File: config.mk
export PLATFORM = sky130hd
export DESIGN_NAME = uart_rx_ascii
export DESIGN_NICKNAME = d
export VERILOG_FILES = /design/src/rtl/uart_rx_ascii.sv
export SDC_FILE = /design/constraint.sdc
export NUM_CORES = 1
export LEC_CHECK = 0
export CORE_MARGIN = 5
export CORE_UTILIZATION = 35
export DETAILED_ROUTE_END_ITERATION = 7
export SKIP_CTS_REPAIR_TIMING = 1
export SYNTH_ARGS = -nofsm -noshare
export SYNTH_HDL_FRONTEND = slang
export SYNTH_SLANG_ARGS = --single-unit
File: constraint.sdc
create_clock -name clock -period 2.3 [get_ports clock]
set_clock_uncertainty 0.2 [all_clocks]
set_input_delay 0.46 -clock clock [delete_from_list [all_inputs] [get_ports clock]]
set_output_delay 0.46 -clock clock [all_outputs]
set_load 0.01 [all_outputs]
File: src/rtl/uart_rx_ascii.sv
// 8N1 UART receiver that presents 7-bit ASCII characters with a one-cycle ready strobe,
// flags framing errors, and qualifies the digits '0'..'3' for the downstream encoder.
module uart_rx_ascii #(
  parameter int unsigned CLKS_PER_BIT = 434
) (
  input  logic       clock,
  input  logic       reset_n,
  input  logic       rx,
  output logic [6:0] ascii_out,
  output logic       data_ready,
  output logic       is_digit,
  output logic       framing_error,
  output logic       busy
);

  localparam int unsigned CntW = $clog2(CLKS_PER_BIT);
  localparam logic [CntW-1:0] CntHalf = CntW'((CLKS_PER_BIT - 1) / 2);
  localparam logic [CntW-1:0] CntLast = CntW'(CLKS_PER_BIT - 1);

  typedef enum logic [2:0] {
    StIdle, StStart, StData, StStop, StWaitHigh
  } state_e;

  state_e          state_q, state_d;
  logic [CntW-1:0] cnt_q, cnt_d;
  logic [2:0]      bit_q, bit_d;
  logic [7:0]      shift_q, shift_d;
  logic [6:0]      ascii_q, ascii_d;
  logic            digit_q, digit_d;
  logic            ready_q, ready_d;
  logic            fe_q, fe_d;
  logic            rx_meta_q, rx_s_q;

  // Synchroniser resets to the idle-high line level so reset release never looks like a start.
  always_ff @(posedge clock or negedge reset_n) begin
    if (!reset_n) begin
      rx_meta_q <= 1'b1;
      rx_s_q    <= 1'b1;
    end else begin
      rx_meta_q <= rx;
      rx_s_q    <= rx_meta_q;
    end
  end

  always_ff @(posedge clock or negedge reset_n) begin
    if (!reset_n) begin
      state_q <= StIdle;
      cnt_q   <= '0;
      bit_q   <= '0;
      shift_q <= '0;
      ascii_q <= '0;
      digit_q <= 1'b0;
      ready_q <= 1'b0;
      fe_q    <= 1'b0;
    end else begin
      state_q <= state_d;
      cnt_q   <= cnt_d;
      bit_q   <= bit_d;
      shift_q <= shift_d;
      ascii_q <= ascii_d;
      digit_q <= digit_d;
      ready_q <= ready_d;
      fe_q    <= fe_d;
    end
  end

  always_comb begin
    state_d = state_q;
    cnt_d   = cnt_q;
    bit_d   = bit_q;
    shift_d = shift_q;
    ascii_d = ascii_q;
    digit_d = digit_q;
    ready_d = 1'b0;
    fe_d    = 1'b0;
    case (state_q)
      StIdle: begin
        cnt_d = '0;
        bit_d = '0;
        if (!rx_s_q) state_d = StStart;
      end
      StStart: begin
        if (cnt_q == CntHalf) begin
          cnt_d   = '0;
          state_d = rx_s_q ? StIdle : StData;
        end else begin
          cnt_d = cnt_q + 1'b1;
        end
      end
      StData: begin
        if (cnt_q == CntLast) begin
          cnt_d   = '0;
          shift_d = {rx_s_q, shift_q[7:1]};
          bit_d   = bit_q + 3'd1;
          if (bit_q == 3'd7) state_d = StStop;
        end else begin
          cnt_d = cnt_q + 1'b1;
        end
      end
      StStop: begin
        if (cnt_q == CntLast) begin
          cnt_d = '0;
          if (rx_s_q) begin
            ascii_d = shift_q[6:0];
            digit_d = (shift_q >= 8'h30) && (shift_q <= 8'h33);
            ready_d = 1'b1;
            state_d = StIdle;
          end else begin
            fe_d    = 1'b1;
            state_d = StWaitHigh;
          end
        end else begin
          cnt_d = cnt_q + 1'b1;
        end
      end
      // Hold off until the line idles so a break cannot start a bogus frame.
      StWaitHigh: begin
        if (rx_s_q) state_d = StIdle;
      end
      default: state_d = StIdle;
    endcase
  end

  assign ascii_out     = ascii_q;
  assign is_digit      = digit_q;
  assign data_ready    = ready_q;
  assign framing_error = fe_q;
  assign busy          = (state_q != StIdle);

endmodule

Yosys cells after proc, flatten, opt, wreduce, memory -nomap -nowiden
Cells that the tools add are included.
Widths: inputs -> output; s select.
{"block": "word_totals", "wordCells": 57, "ram_bits": 0, "ff_bits": 35, "rom_bits": 0, "n_memories": 0, "in_bits": 3, "out_inout_bits": 11, "latch_bits": 0}
{"block": "op_classes", "mux": 20, "add_sub_neg": 2, "eq_ne": 13, "mul": 0, "div": 0, "n_shift": 0, "reduce_logical": 10, "magnitude_cmp": 2, "bitwise": 0}
{"cell": "$pmux 9 s3", "count": 1}
{"cell": "$mux 3", "count": 8}
{"cell": "$mux 9", "count": 2}
{"cell": "$pmux 3 s5", "count": 1}
{"cell": "$ne 2x2->1 const B", "count": 6}
{"cell": "$add 9x1->9 const B", "count": 1}
{"cell": "$eq 9x8->1 const B", "count": 1}
{"cell": "$eq 9x9->1 const B", "count": 1}
{"cell": "$ge 8x6->1 const B", "count": 1}
{"cell": "$le 8x6->1 const B", "count": 1}
{"cell": "$eq 3x2->1 const B", "count": 2}
{"cell": "$eq 3x3->1 const B", "count": 2}
{"cell": "$mux 1", "count": 6}
{"cell": "$pmux 3 s2", "count": 1}
{"cell": "$reduce_and 6->1", "count": 1}
{"cell": "$reduce_bool 3->1", "count": 2}
{"cell": "$reduce_and 2->1", "count": 2}
{"cell": "$add 3x1->3 const B", "count": 1}
{"cell": "$eq 3x1->1 const B", "count": 1}
{"cell": "$logic_not 3->1", "count": 1}
{"cell": "$reduce_and 3->1", "count": 1}
{"cell": "$mux 2", "count": 1}
{"cell": "$reduce_bool 2->1", "count": 1}
{"cell": "$reduce_or 2->1", "count": 1}
{"cell": "$logic_and 1x1->1", "count": 1}

Depth between registers and ports, before layout
{"block": "depth", "word_depth": 4, "mapped_depth": 7, "ltp_nobuf": 6}

Worst setup path before layout
Ideal clock, no wire load.
{"block": "synth_path", "kind": "register to register", "startpoint": "register cnt_q[1]", "endpoint": "register ascii_q[0] (netlist: ascii_out[0])", "slack_ps": 426, "period_less_slack_ps": 1874, "path_stages_with_launch": 7, "setup_time_ps": 125, "path_buffers": 0, "t_arrival_ps": 1549, "required_ps": 1975, "path_cell_list": "dfrtp_1 > inv_1 > ha_1 > and4b_1 > nand2_1 > nor2_4 > mux2_2"}
{"block": "synth_via", "elab_chain_len": 2}
{"element": "start: declaration", "line": "25", "rtl": "logic [CntW-1:0] cnt_q, cnt_d;"}
{"element": "start signal: assignment", "line": "57", "rtl": "cnt_q <= cnt_d;"}
{"element": "$eq 9x9->1", "line": "101", "rtl": "if (cnt_q == CntLast) begin"}
{"element": "$reduce_and 3->1 (no source line)"}
{"element": "end signal: assignment", "line": "60", "rtl": "ascii_q <= ascii_d;"}
{"element": "end: declaration", "line": "28", "rtl": "logic [6:0] ascii_q, ascii_d;"}
Every way passes these cells.
A chain may end at the register's enable or synchronous reset.

Worst setup path after layout
{"block": "layout_path", "startpoint": "register state_q[1]", "endpoint": "output port busy"}
{"block": "layout_via", "elab_chain_len": 1}
{"element": "start: declaration", "line": "24", "rtl": "state_e state_q, state_d;"}
{"element": "start signal: assignment", "line": "47", "rtl": "state_q <= StIdle;"}
{"element": "start signal: assignment", "line": "56", "rtl": "state_q <= state_d;"}
{"element": "$reduce_bool 3->1", "line": "128", "rtl": "assign busy = (state_q != StIdle);"}
{"element": "end: declaration", "line": "13", "rtl": "output logic busy"}
Every way passes these cells.

==> key figures <==
Die
  – Die height: 79.86 um
  – Chip width: around 80 um
  – Core area: 4723 sq um
  – Rows: 25
  – Starting density of the core: a little over a third
  – Die ar.: ~6400 sq um
  – I/O pin count: 14

Logic synthesis
  – Seq cells post-synth: 35
  – Post-synth ARST share: 100.0%
  – Multiplexer share of the synthesized area: around an eighth
  – XOR/XNOR share of the synthesized area: slightly above 1%
  – Syn Area/Cell: between 10 and 15 sq um
  – Most used DFF post-synth: dfrtp_1
  – Seq/Total Area, Yosys: around 51%
  – Yosys cell types: 45
  – Synth Warn #: 0
  – Simple-gate share of the synthesized area: between 15 and 20%
  – Post-Syn Instances: between 100 and 150
  – Largest family of logic cells by synthesized area: simple AND/OR/NAND/NOR gates
  – Synth Area in Compound Gates: approximately an eighth
  – Synth Area in Adders: under 10%
  – Number of synthesized flops with an enable pin: 0
  – Synthesized net count: approximately 150
  – Area of the mapped netlist: 1708 sq um

Finish
  – Antenna Diode Count: 0
  – Area Growth Syn to Fin: 17.73%
  – Layout cells sized above 1: 23.93%
  – Most frequent cells in the layout: dfrtp_1, mux2_2, clkdlybuf4s50_1
  – Final core occ: between 40% and 50%
  – Most common cell after layout, fill and taps aside: dfrtp_1
  – Final nets: 170

Setup path
  – Critical path's top delay family: buffers and inverters
  – Crit Path Max Fanout: 2
  – Highest cell delay on the worst timing path: ~0.50 ns
  – Startpoint types: flip-flop
  – Critical path class: flip-flop to primary output
  – CP arrival: between 1.5 and 2 ns
  – Reg2reg path depth: 6
  – Critical path depth: 2
  – CP required: 1.64 ns
  – Worst Path Buf+Inv: 1
  – Crit-path cells: or3_1 -> clkdlybuf4s50_1
  – Worst path slowest cell: clkdlybuf4s50_1
  – Crit. End Element: primary output

Power
  – Max VDD drop: between 0.0004 and 0.0005 V
  – P_leak: 0.8908 nW
  – Power Dens Cells: 534.1 nW/um^2

CTS
  – Clk root buf: clkbuf_8
  – Clk sinks: 35
  – Clock slew at reported path FFs: roughly 0.070 ns
  – CTS tree: yes
  – H-tree depth: 2
  – Clock latency of the later-clocked register in the worst-skew pair: roughly 0.29 ns
  – Clk buf depth: 2
  – Num CTS Buffers: 5

Job
  – MaxCap Viol Count: 0

Timing
  – FMAX: approximately 450 MHz
  – Fin crit period: between 2 and 2.5 ns
  – Relative slew slack: between 70% and 80%
  – Post-route worst setup slack: 0.06291 ns
  – Hold Fails Final Rpt: 0
  – Max-slew violation count: 0
  – RSZ-0062 raised after global routing: false
  – Final setup viols: 0
  – Final period utilization: between 90% and 100%
  – Setup_tns: 0 ns
  – Slew of the pin with the lowest slew margin: between 0.4 and 0.5 ns

Drt
  – TritonRoute pass-1 iters: 4
  – Via/cell ratio: approximately 5.2
  – Routed len/inst: roughly 15 um
  – DR iter-0 viols: 86
  – DRC: 0
  – Via count: around 1200
  – Post-detailed-route count of antenna-violating nets: 0
  – Detailed Route WL: approximately 3300 um

GRT
  – GRT overflow: 0
  – Global-route wire length before repair: between 5000 and 6000 um
  – Tot GR Track Use: a little under an eighth
  – Largest net degree at the start of global routing: 36
  – Initial antenna violation count: 0
  – Vias in the first global route: roughly 1200

Hold path
  – Worst Hold Path Cells: 0
  – HP Class: flip-flop to flip-flop

Status
  – Status: finished, final reports clean

Placed design
  – Pre-CTS setup slack: around 0.25 ns
  – Buffers on Ports: 13
  – HPWL Detailed: between 2000 and 2500 um
  – RePlAce Congestion: 0.8437
through the flow:
step                area (sq um)  hold WS [ns]   power, W  std cells
finish                      2011        0.1572   0.001074        230
global route                2011        0.1637   0.001121        230
CTS                         2011        0.1597   0.001084        230
detailed placement          1926        0.1495  0.0006501        222
global placement            1926        0.1467  0.0006496        222
floorplan                   1708      -0.03559  0.0006326        143
state kept, by name, summed over array words and instances, names as in the netlist:
register and flops:
rx_meta_q 1, ascii_out 7, shift_q 8, framing_error 1, data_ready 1, rx_s_q 1
cnt_q 9, bit_q 3, state_q 3, is_digit 1
cell type report:
type,instances,area (sq um)
well taps,67,83.83
repair buffers,17,160.2
clock inverters,2,12.51
flip-flops and latches,35,878.3
inverters,3,11.26
fillers,456,2713
multi-input cells,100,792.0
clock buffers,6,72.57
worst reg2reg max path, stage by stage (launching register included):
cell	delay, ns
dfrtp_1	0.41
inv_1	0.09
ha_1	0.21
and4b_1	0.29
nand2_1	0.13
nor2_4	0.23
mux2_2	0.37
per-layer routing:
layer,part of all wire [%],vias up,global-route usage (%)
met5,0,-,0
met1,44,598,13.99
met2,51,20,20.87
li1,-,564,-
met3,3.0,9,3.160
met4,1.6,0,4.561
report_power, final:
group / switching, W / internal, W / total [W]
Clock: 0.000225 / 0.000211 / 0.000437
Sequential: 0.00000191 / 0.000618 / 0.000620
Combinational: 0.0000124 / 0.00000448 / 0.0000169
final timing paths:
check,start,end,slack [ns]
setup reg to reg,cnt_q[1]$_DFFE_PN0P_,ascii_out[2]$_DFFE_PN0P_,0.26
hold reg to reg,rx_meta_q$_DFF_PN1_,rx_s_q$_DFF_PN1_,0.16
setup / recovery,state_q[1]$_DFFE_PN0P_,busy,0.06
max in group asynchronous,reset_n,rx_meta_q$_DFF_PN1_,1.17
hold / removal,rx_meta_q$_DFF_PN1_,rx_s_q$_DFF_PN1_,0.16
min in group asynchronous,reset_n,cnt_q[6]$_DFFE_PN0P_,0.38
cells in the mapped netlist, types with 2 or more instances:
| cell type | count | area share [%] |
|---|---|---|
| mux2i_1 | 2 | 1.2 |
| clkbuf_1 | 4 | 0.88 |
| o21ai_0 | 7 | 2.1 |
| and4b_1 | 2 | 1.2 |
| nor2_1 | 7 | 1.5 |
| o211ai_1 | 3 | 1.3 |
| mux2_2 | 16 | 11 |
| and3_1 | 2 | 0.73 |
| nand3_1 | 8 | 2.3 |
| a21oi_1 | 5 | 1.5 |
| dfstp_2 | 2 | 3.1 |
| a21o_1 | 2 | 0.88 |
| ha_1 | 5 | 3.7 |
| a21boi_0 | 2 | 0.88 |
| nand4_1 | 2 | 0.73 |
| nor3_1 | 4 | 1.2 |
| nand2_1 | 9 | 2.0 |
| dfrtp_1 | 33 | 48 |
| inv_1 | 2 | 0.44 |
kinds of logic after synthesis:
family	count (synthesis)
AO/OA/AOI/OAI	28
flip-flops	35
AND/OR/NAND/NOR	47
buffers and inverters	8
multiplexers	18
adder cells (fa/ha/maj)	5
XOR/XNOR	2
(Power assumes the default switching activity.)
